### config.mk
export PLATFORM = sky130hd
export DESIGN_NAME = mc_fsm_ctrl
export DESIGN_NICKNAME = d
export VERILOG_FILES = /design/src/rtl/mc_ctrl_pkg.sv /design/src/rtl/mc_alu_op_dec.sv /design/src/rtl/mc_fsm_ctrl.sv
export SDC_FILE = /design/constraint.sdc
export NUM_CORES = 1
export LEC_CHECK = 0
export ABC_AREA = 1
export CAP_MARGIN = 10
export CORE_AREA = 5 5 55 57
export DETAILED_ROUTE_END_ITERATION = 6
export DIE_AREA = 0 0 60 62
export PLACE_DENSITY = 0.74
export SLEW_MARGIN = 20
export SYNTH_ARGS = -nofsm -noshare
export SYNTH_HDL_FRONTEND = slang
export SYNTH_SLANG_ARGS = --single-unit
### constraint.sdc
create_clock -name i_clk -period 4.8 [get_ports i_clk]
set_input_delay 0.96 -clock i_clk [delete_from_list [all_inputs] [get_ports i_clk]]
set_output_delay 0.96 -clock i_clk [all_outputs]
set_load 0.03 [all_outputs]
### src/rtl/mc_ctrl_pkg.sv
// Shared types and encodings for the RV32I multicycle control FSM.
// Covers state names, opcodes, ALU controls, mux selects and the immediate-type decoder.
package mc_ctrl_pkg;

    typedef enum logic [3:0] {
        FETCH,
        DECODE,
        MEMADR,
        MEMREAD,
        MEMWB,
        MEMWRITE,
        EXEC_R,
        EXEC_I,
        ALUWB,
        BRANCH,
        JAL,
        TRAP
    } state_t;

    typedef enum logic [1:0] {
        ALUOP_ADD   = 2'b00,
        ALUOP_SUB   = 2'b01,
        ALUOP_FUNCT = 2'b10
    } alu_op_t;

    localparam logic [6:0] OP_LOAD   = 7'b0000011;
    localparam logic [6:0] OP_STORE  = 7'b0100011;
    localparam logic [6:0] OP_RTYPE  = 7'b0110011;
    localparam logic [6:0] OP_ITYPE  = 7'b0010011;
    localparam logic [6:0] OP_BRANCH = 7'b1100011;
    localparam logic [6:0] OP_JAL    = 7'b1101111;

    localparam logic [2:0] ALU_ADD = 3'b000;
    localparam logic [2:0] ALU_SUB = 3'b001;
    localparam logic [2:0] ALU_AND = 3'b010;
    localparam logic [2:0] ALU_OR  = 3'b011;
    localparam logic [2:0] ALU_SLT = 3'b101;

    localparam logic [1:0] SRCA_PC    = 2'b00;
    localparam logic [1:0] SRCA_OLDPC = 2'b01;
    localparam logic [1:0] SRCA_RS1   = 2'b10;

    localparam logic [1:0] SRCB_RS2  = 2'b00;
    localparam logic [1:0] SRCB_IMM  = 2'b01;
    localparam logic [1:0] SRCB_FOUR = 2'b10;

    localparam logic [1:0] RES_ALUOUT    = 2'b00;
    localparam logic [1:0] RES_DATA      = 2'b01;
    localparam logic [1:0] RES_ALURESULT = 2'b10;

    localparam logic [1:0] IMM_I = 2'b00;
    localparam logic [1:0] IMM_S = 2'b01;
    localparam logic [1:0] IMM_B = 2'b10;
    localparam logic [1:0] IMM_J = 2'b11;

    function automatic logic [1:0] imm_src_of(input logic [6:0] op);
        logic [1:0] imm;
        case (op)
            OP_STORE:  imm = IMM_S;
            OP_BRANCH: imm = IMM_B;
            OP_JAL:    imm = IMM_J;
            default:   imm = IMM_I;
        endcase
        return imm;
    endfunction

endpackage

### src/rtl/mc_alu_op_dec.sv
// ALU control decoder: maps ALUOp plus instruction fields to the 3-bit ALU control.
// Flags funct3 values the datapath ALU cannot execute so the FSM can trap on them.
module mc_alu_op_dec
    import mc_ctrl_pkg::*;
(
    input  alu_op_t    i_alu_op,
    input  logic [2:0] i_funct3,
    input  logic       i_funct7b5,
    input  logic       i_op5,
    output logic [2:0] o_alu_control,
    output logic       o_illegal
);

    always_comb begin
        o_alu_control = ALU_ADD;
        o_illegal     = 1'b0;
        case (i_alu_op)
            ALUOP_ADD: o_alu_control = ALU_ADD;
            ALUOP_SUB: o_alu_control = ALU_SUB;
            ALUOP_FUNCT: begin
                case (i_funct3)
                    // funct7b5 only selects sub for R-type; addi ignores it
                    3'b000:  o_alu_control = (i_op5 && i_funct7b5) ? ALU_SUB : ALU_ADD;
                    3'b010:  o_alu_control = ALU_SLT;
                    3'b110:  o_alu_control = ALU_OR;
                    3'b111:  o_alu_control = ALU_AND;
                    default: o_illegal = 1'b1;
                endcase
            end
            default: o_alu_control = ALU_ADD;
        endcase
    end

endmodule

### src/rtl/mc_fsm_ctrl.sv
// Multicycle control FSM for an RV32I subset sharing one ALU and one unified memory.
// Stalls on mem_ready, traps (sticky until reset) on illegal opcodes or memory timeout.
module mc_fsm_ctrl
    import mc_ctrl_pkg::*;
#(
    parameter int unsigned TIMEOUT_CYCLES = 16
) (
    input  logic       i_clk,
    input  logic       i_reset,
    input  logic [6:0] i_op,
    input  logic [2:0] i_funct3,
    input  logic       i_funct7b5,
    input  logic       i_zero,
    input  logic       i_mem_ready,
    output logic       o_pc_write,
    output logic       o_adr_src,
    output logic       o_mem_write,
    output logic       o_ir_write,
    output logic [1:0] o_result_src,
    output logic [1:0] o_alu_src_a,
    output logic [1:0] o_alu_src_b,
    output logic [1:0] o_imm_src,
    output logic [2:0] o_alu_control,
    output logic       o_reg_write,
    output logic       o_instr_done,
    output logic       o_trap,
    output logic       o_trap_cause
);

    localparam int unsigned CNT_W = (TIMEOUT_CYCLES > 0) ? $clog2(TIMEOUT_CYCLES + 1) : 1;
    localparam logic [CNT_W-1:0] CNT_LAST =
        (TIMEOUT_CYCLES > 0) ? CNT_W'(TIMEOUT_CYCLES - 1) : '0;
    localparam logic [CNT_W-1:0] CNT_MAX = '1;

    state_t           r_state;
    state_t           w_next_state;
    logic [CNT_W-1:0] r_wait_cnt;
    logic [CNT_W-1:0] w_wait_cnt_next;
    logic             r_trap_cause;
    logic             w_trap_cause_next;
    logic             w_waiting;
    logic             w_timeout;
    alu_op_t          w_alu_op;
    logic             w_alu_illegal;

    mc_alu_op_dec u_alu_op_dec (
        .i_alu_op      (w_alu_op),
        .i_funct3      (i_funct3),
        .i_funct7b5    (i_funct7b5),
        .i_op5         (i_op[5]),
        .o_alu_control (o_alu_control),
        .o_illegal     (w_alu_illegal)
    );

    always_ff @(posedge i_clk) begin
        if (i_reset) begin
            r_state      <= FETCH;
            r_wait_cnt   <= '0;
            r_trap_cause <= 1'b0;
        end else begin
            r_state      <= w_next_state;
            r_wait_cnt   <= w_wait_cnt_next;
            r_trap_cause <= w_trap_cause_next;
        end
    end

    assign w_waiting = (r_state == FETCH) || (r_state == MEMREAD) || (r_state == MEMWRITE);
    // mem_ready takes priority: the timeout only fires while the access is still pending
    assign w_timeout = (TIMEOUT_CYCLES != 0) && w_waiting && !i_mem_ready &&
                       (r_wait_cnt == CNT_LAST);

    always_comb begin
        w_next_state      = r_state;
        w_trap_cause_next = r_trap_cause;
        case (r_state)
            FETCH, MEMREAD, MEMWRITE: begin
                if (i_mem_ready) begin
                    case (r_state)
                        FETCH:   w_next_state = DECODE;
                        MEMREAD: w_next_state = MEMWB;
                        default: w_next_state = FETCH;
                    endcase
                end else if (w_timeout) begin
                    w_next_state      = TRAP;
                    w_trap_cause_next = 1'b1;
                end
            end
            DECODE: begin
                case (i_op)
                    OP_LOAD, OP_STORE: w_next_state = MEMADR;
                    OP_RTYPE:          w_next_state = EXEC_R;
                    OP_ITYPE:          w_next_state = EXEC_I;
                    OP_BRANCH:         w_next_state = BRANCH;
                    OP_JAL:            w_next_state = JAL;
                    default: begin
                        w_next_state      = TRAP;
                        w_trap_cause_next = 1'b0;
                    end
                endcase
            end
            MEMADR:  w_next_state = i_op[5] ? MEMWRITE : MEMREAD;
            MEMWB:   w_next_state = FETCH;
            EXEC_R, EXEC_I: begin
                if (w_alu_illegal) begin
                    w_next_state      = TRAP;
                    w_trap_cause_next = 1'b0;
                end else begin
                    w_next_state = ALUWB;
                end
            end
            ALUWB:   w_next_state = FETCH;
            BRANCH:  w_next_state = FETCH;
            JAL:     w_next_state = ALUWB;
            TRAP:    w_next_state = TRAP;
            default: w_next_state = FETCH;
        endcase
    end

    always_comb begin
        if (w_next_state != r_state) begin
            w_wait_cnt_next = '0;
        end else if (w_waiting && !i_mem_ready && (r_wait_cnt != CNT_MAX)) begin
            w_wait_cnt_next = r_wait_cnt + 1'b1;
        end else begin
            w_wait_cnt_next = r_wait_cnt;
        end
    end

    always_comb begin
        o_pc_write   = 1'b0;
        o_adr_src    = 1'b0;
        o_mem_write  = 1'b0;
        o_ir_write   = 1'b0;
        o_result_src = RES_ALUOUT;
        o_alu_src_a  = SRCA_PC;
        o_alu_src_b  = SRCB_RS2;
        o_reg_write  = 1'b0;
        o_instr_done = 1'b0;
        w_alu_op     = ALUOP_ADD;
        case (r_state)
            FETCH: begin
                o_alu_src_b  = SRCB_FOUR;
                o_result_src = RES_ALURESULT;
                o_ir_write   = i_mem_ready;
                o_pc_write   = i_mem_ready;
            end
            DECODE: begin
                o_alu_src_a = SRCA_OLDPC;
                o_alu_src_b = SRCB_IMM;
            end
            MEMADR: begin
                o_alu_src_a = SRCA_RS1;
                o_alu_src_b = SRCB_IMM;
            end
            MEMREAD: o_adr_src = 1'b1;
            MEMWB: begin
                o_result_src = RES_DATA;
                o_reg_write  = 1'b1;
                o_instr_done = 1'b1;
            end
            MEMWRITE: begin
                o_adr_src    = 1'b1;
                o_mem_write  = 1'b1;
                o_instr_done = i_mem_ready;
            end
            EXEC_R: begin
                o_alu_src_a = SRCA_RS1;
                w_alu_op    = ALUOP_FUNCT;
            end
            EXEC_I: begin
                o_alu_src_a = SRCA_RS1;
                o_alu_src_b = SRCB_IMM;
                w_alu_op    = ALUOP_FUNCT;
            end
            ALUWB: begin
                o_reg_write  = 1'b1;
                o_instr_done = 1'b1;
            end
            BRANCH: begin
                o_alu_src_a  = SRCA_RS1;
                w_alu_op     = ALUOP_SUB;
                // funct3[0] inverts the condition: beq takes on zero, bne on non-zero
                o_pc_write   = i_zero ^ i_funct3[0];
                o_instr_done = 1'b1;
            end
            JAL: begin
                o_alu_src_a = SRCA_OLDPC;
                o_alu_src_b = SRCB_FOUR;
                o_pc_write  = 1'b1;
            end
            default: begin
            end
        endcase
        if (i_reset) begin
            o_pc_write   = 1'b0;
            o_ir_write   = 1'b0;
            o_reg_write  = 1'b0;
            o_mem_write  = 1'b0;
            o_instr_done = 1'b0;
        end
    end

    assign o_imm_src    = imm_src_of(i_op);
    assign o_trap       = (r_state == TRAP);
    assign o_trap_cause = r_trap_cause;

endmodule
==> impl_metrics.env <==
export IMPL_hold_depth=4
export IMPL_synthCells=189
export IMPL_avgSynthCellArea_um2=5.71
export IMPL_fin_cells=254
export IMPL_hold_viol=0
export IMPL_setup_violations=0
export IMPL_required_ns=3.84
export IMPL_die_w_um=60
export IMPL_final_cell_mix="nand2_1 (53), inv_1 (36), clkdlybuf4s50_1 (33), nor2_1 (24), nand3_1 (16)"
export IMPL_vias=1242
export IMPL_routed_wl_um=2780
export IMPL_slew_headroom_pct=77.0
export IMPL_place_ws_ns=1.16
export IMPL_syn_area_mm2=0.00108
export IMPL_io_pins=34
export IMPL_cap_violations=0
export IMPL_antenna_found_initial=0
export IMPL_ir_drop_uv=588
export IMPL_outcome="finished, final reports clean"
export IMPL_start_kind="input pin"
export IMPL_yosysWarningCount=0
export IMPL_dr_pass1_iters=4
export IMPL_n_antenna_cell=0
export IMPL_worst_hold_slack_ns=0.544
export IMPL_avgViaCountPerCell=4.89
export IMPL_clk_pin_slew_ns=0.07
export IMPL_n_fill_cell=245
export IMPL_fin_worst_skew_ns=0.000763
export IMPL_reg2regPathDepth=15
export IMPL_wl_per_cell_um=10.9
export IMPL_root_buffer="clkbuf_4"
export IMPL_final_core_util_pct=60.4
export IMPL_power_leakage_nw=0.690
export IMPL_rsz0062_at_grt="false"
export IMPL_cp_arrival_ns=2.67
export IMPL_tightest_slew_ns=0.344
export IMPL_final_nets=245
export IMPL_core_area_mm2=0.00243
export IMPL_area_growth_pct=36.0
export IMPL_dp_cells=250
export IMPL_synth_distinct_cells=29
export IMPL_clock_sinks=10
export IMPL_clock_fmax_mhz=275
export IMPL_cts_setup_buffers=0
export IMPL_period_share_pct=75.6
export IMPL_clkLatencyLatePin_ns=0.26
export IMPL_start_util_pct=44.4
export IMPL_cts_buffer_depth=2
export IMPL_crit_path_end_kind="primary output"
export IMPL_postRouteAntennaNets=0
export IMPL_die_area_mm2=0.00372
export IMPL_slew_violations=0
export IMPL_hp_class="reg2reg"
export IMPL_grt_max_degree=10
export IMPL_synth_seq_cells=10
export IMPL_hold_buffers=0
export IMPL_cts_resized=0
export IMPL_grt_pass1_wl_um=4620
export IMPL_grt_usage_pct=15.6
export IMPL_placementRows=18
export IMPL_fin_crit_ns=3.63
export IMPL_port_buffers=33
export IMPL_cts_tree="yes"
export IMPL_drc=0
export IMPL_layout_setup_ws_ns=1.17
export IMPL_gp_congestion=0.846
export IMPL_synth_fp_nets=209
export IMPL_drive_gt1_share_pct=7.14
export IMPL_hpwl_um=2360
export IMPL_htreeDepth=1
export IMPL_final_common_cell="nand2_1"
export IMPL_setup_tns_final_ns=0
export IMPL_dieHeight_um=62
export IMPL_powerDensity_mw_per_mm2=468
export IMPL_drt_first_iter_violations=56
export IMPL_first_global_vias=1188
export IMPL_seqCellArea_um2=200
export IMPL_cp_max_fo=4
export IMPL_grt_overflow_total=0
export IMPL_seq_area_frac_synth_pct=18.5
export IMPL_path_class="in2out"
export IMPL_cts_inserted_buffers=3
export IMPL_multi_input_area_um2=719
==> power breakdown <==
group	internal, mW	total, mW	switching, mW
sequential	0.0975	0.118	0.0208
combinational	0.180	0.494	0.314
clock	0.0460	0.0753	0.0293
==> state kept, by name, indices dropped and copies added (netlist names) <==
| name | flops |
|---|---|
| r_state | 4 |
| r_wait_cnt | 5 |
| o_trap_cause | 1 |
==> kinds of logic (layout without fill, tap and decap cells) <==
kind of cell,count (synthesis),count (layout),share of synthesized area [%]
XOR/XNOR,4,4,3.25
AND/OR/NAND/NOR,113,113,48.8
flip-flops,10,10,18.5
adder cells (fa/ha/maj),5,5,5.79
buffers and inverters,40,75,14.8
AO/OA/AOI/OAI,17,17,8.81
==> final timing paths <==
check	from	end	slack [ns]
worst max-delay path	i_op[1]	o_imm_src[0]	1.17
worst min-delay path	o_trap_cause	o_trap_cause	0.54
worst max register to register	r_state[0]	r_wait_cnt[4]	2.46
worst min register to register	o_trap_cause	o_trap_cause	0.54
==> Yosys cell counts <==
library cell | count | share of area (%)
a21oi_1 | 5 | 2.3
a31oi_1 | 3 | 1.7
buf_6 | 1 | 1.0
clkbuf_1 | 1 | 0.35
dfxtp_1 | 10 | 19
ha_1 | 5 | 5.8
inv_1 | 36 | 13
inv_2 | 1 | 0.35
inv_4 | 1 | 0.58
nand2_1 | 53 | 18
nand2_2 | 2 | 1.2
nand2_4 | 1 | 1.0
nand3_1 | 16 | 7.4
nand3_2 | 1 | 0.93
nand3_4 | 1 | 1.6
nand3b_1 | 1 | 0.70
nand4_1 | 3 | 1.7
nor2_1 | 24 | 8.3
nor2_2 | 2 | 1.2
nor2_4 | 1 | 1.0
nor2_8 | 1 | 1.9
nor3_1 | 6 | 2.8
o2111ai_1 | 1 | 0.81
o211ai_1 | 1 | 0.70
o21ai_0 | 5 | 2.3
o21ai_1 | 2 | 0.93
or2_2 | 1 | 0.58
xnor2_1 | 2 | 1.6
xor2_1 | 2 | 1.6
==> critical path, cell delays in order <==
cell	delay, ns
clkdlybuf4s50_1	0.45
nand2_1	0.06
nor2_1	0.20
nand2_1	0.12
o21ai_0	0.17
clkdlybuf4s50_1	0.69
==> final cells by class <==
type	count	area share, %
inverter	38	9.88
sequential	10	13.6
timing repair buffer	33	22.5
multi-input combinational	139	49.0
tap	30	2.56
clock buffer	4	2.47
==> per-layer routing <==
metal	GRT usage [%]	up-vias	wire length [um]
li1	-	660	-
met1	17.9	549	1210
met2	31.0	31	1390
met3	1.86	2	173
met4	2.85	0	8
met5	0	-	0
==> metrics by stage <==
stage / power (mW) / area [um2]
4_1_cts: 0.692 / 1470
3_5_place_dp: 0.616 / 1430
6_report: 0.687 / 1470
3_3_place_gp: 0.607 / 1430
2_1_floorplan: 0.471 / 1080
5_1_grt: 0.743 / 1470
Power figures use the tool's default switching activity.
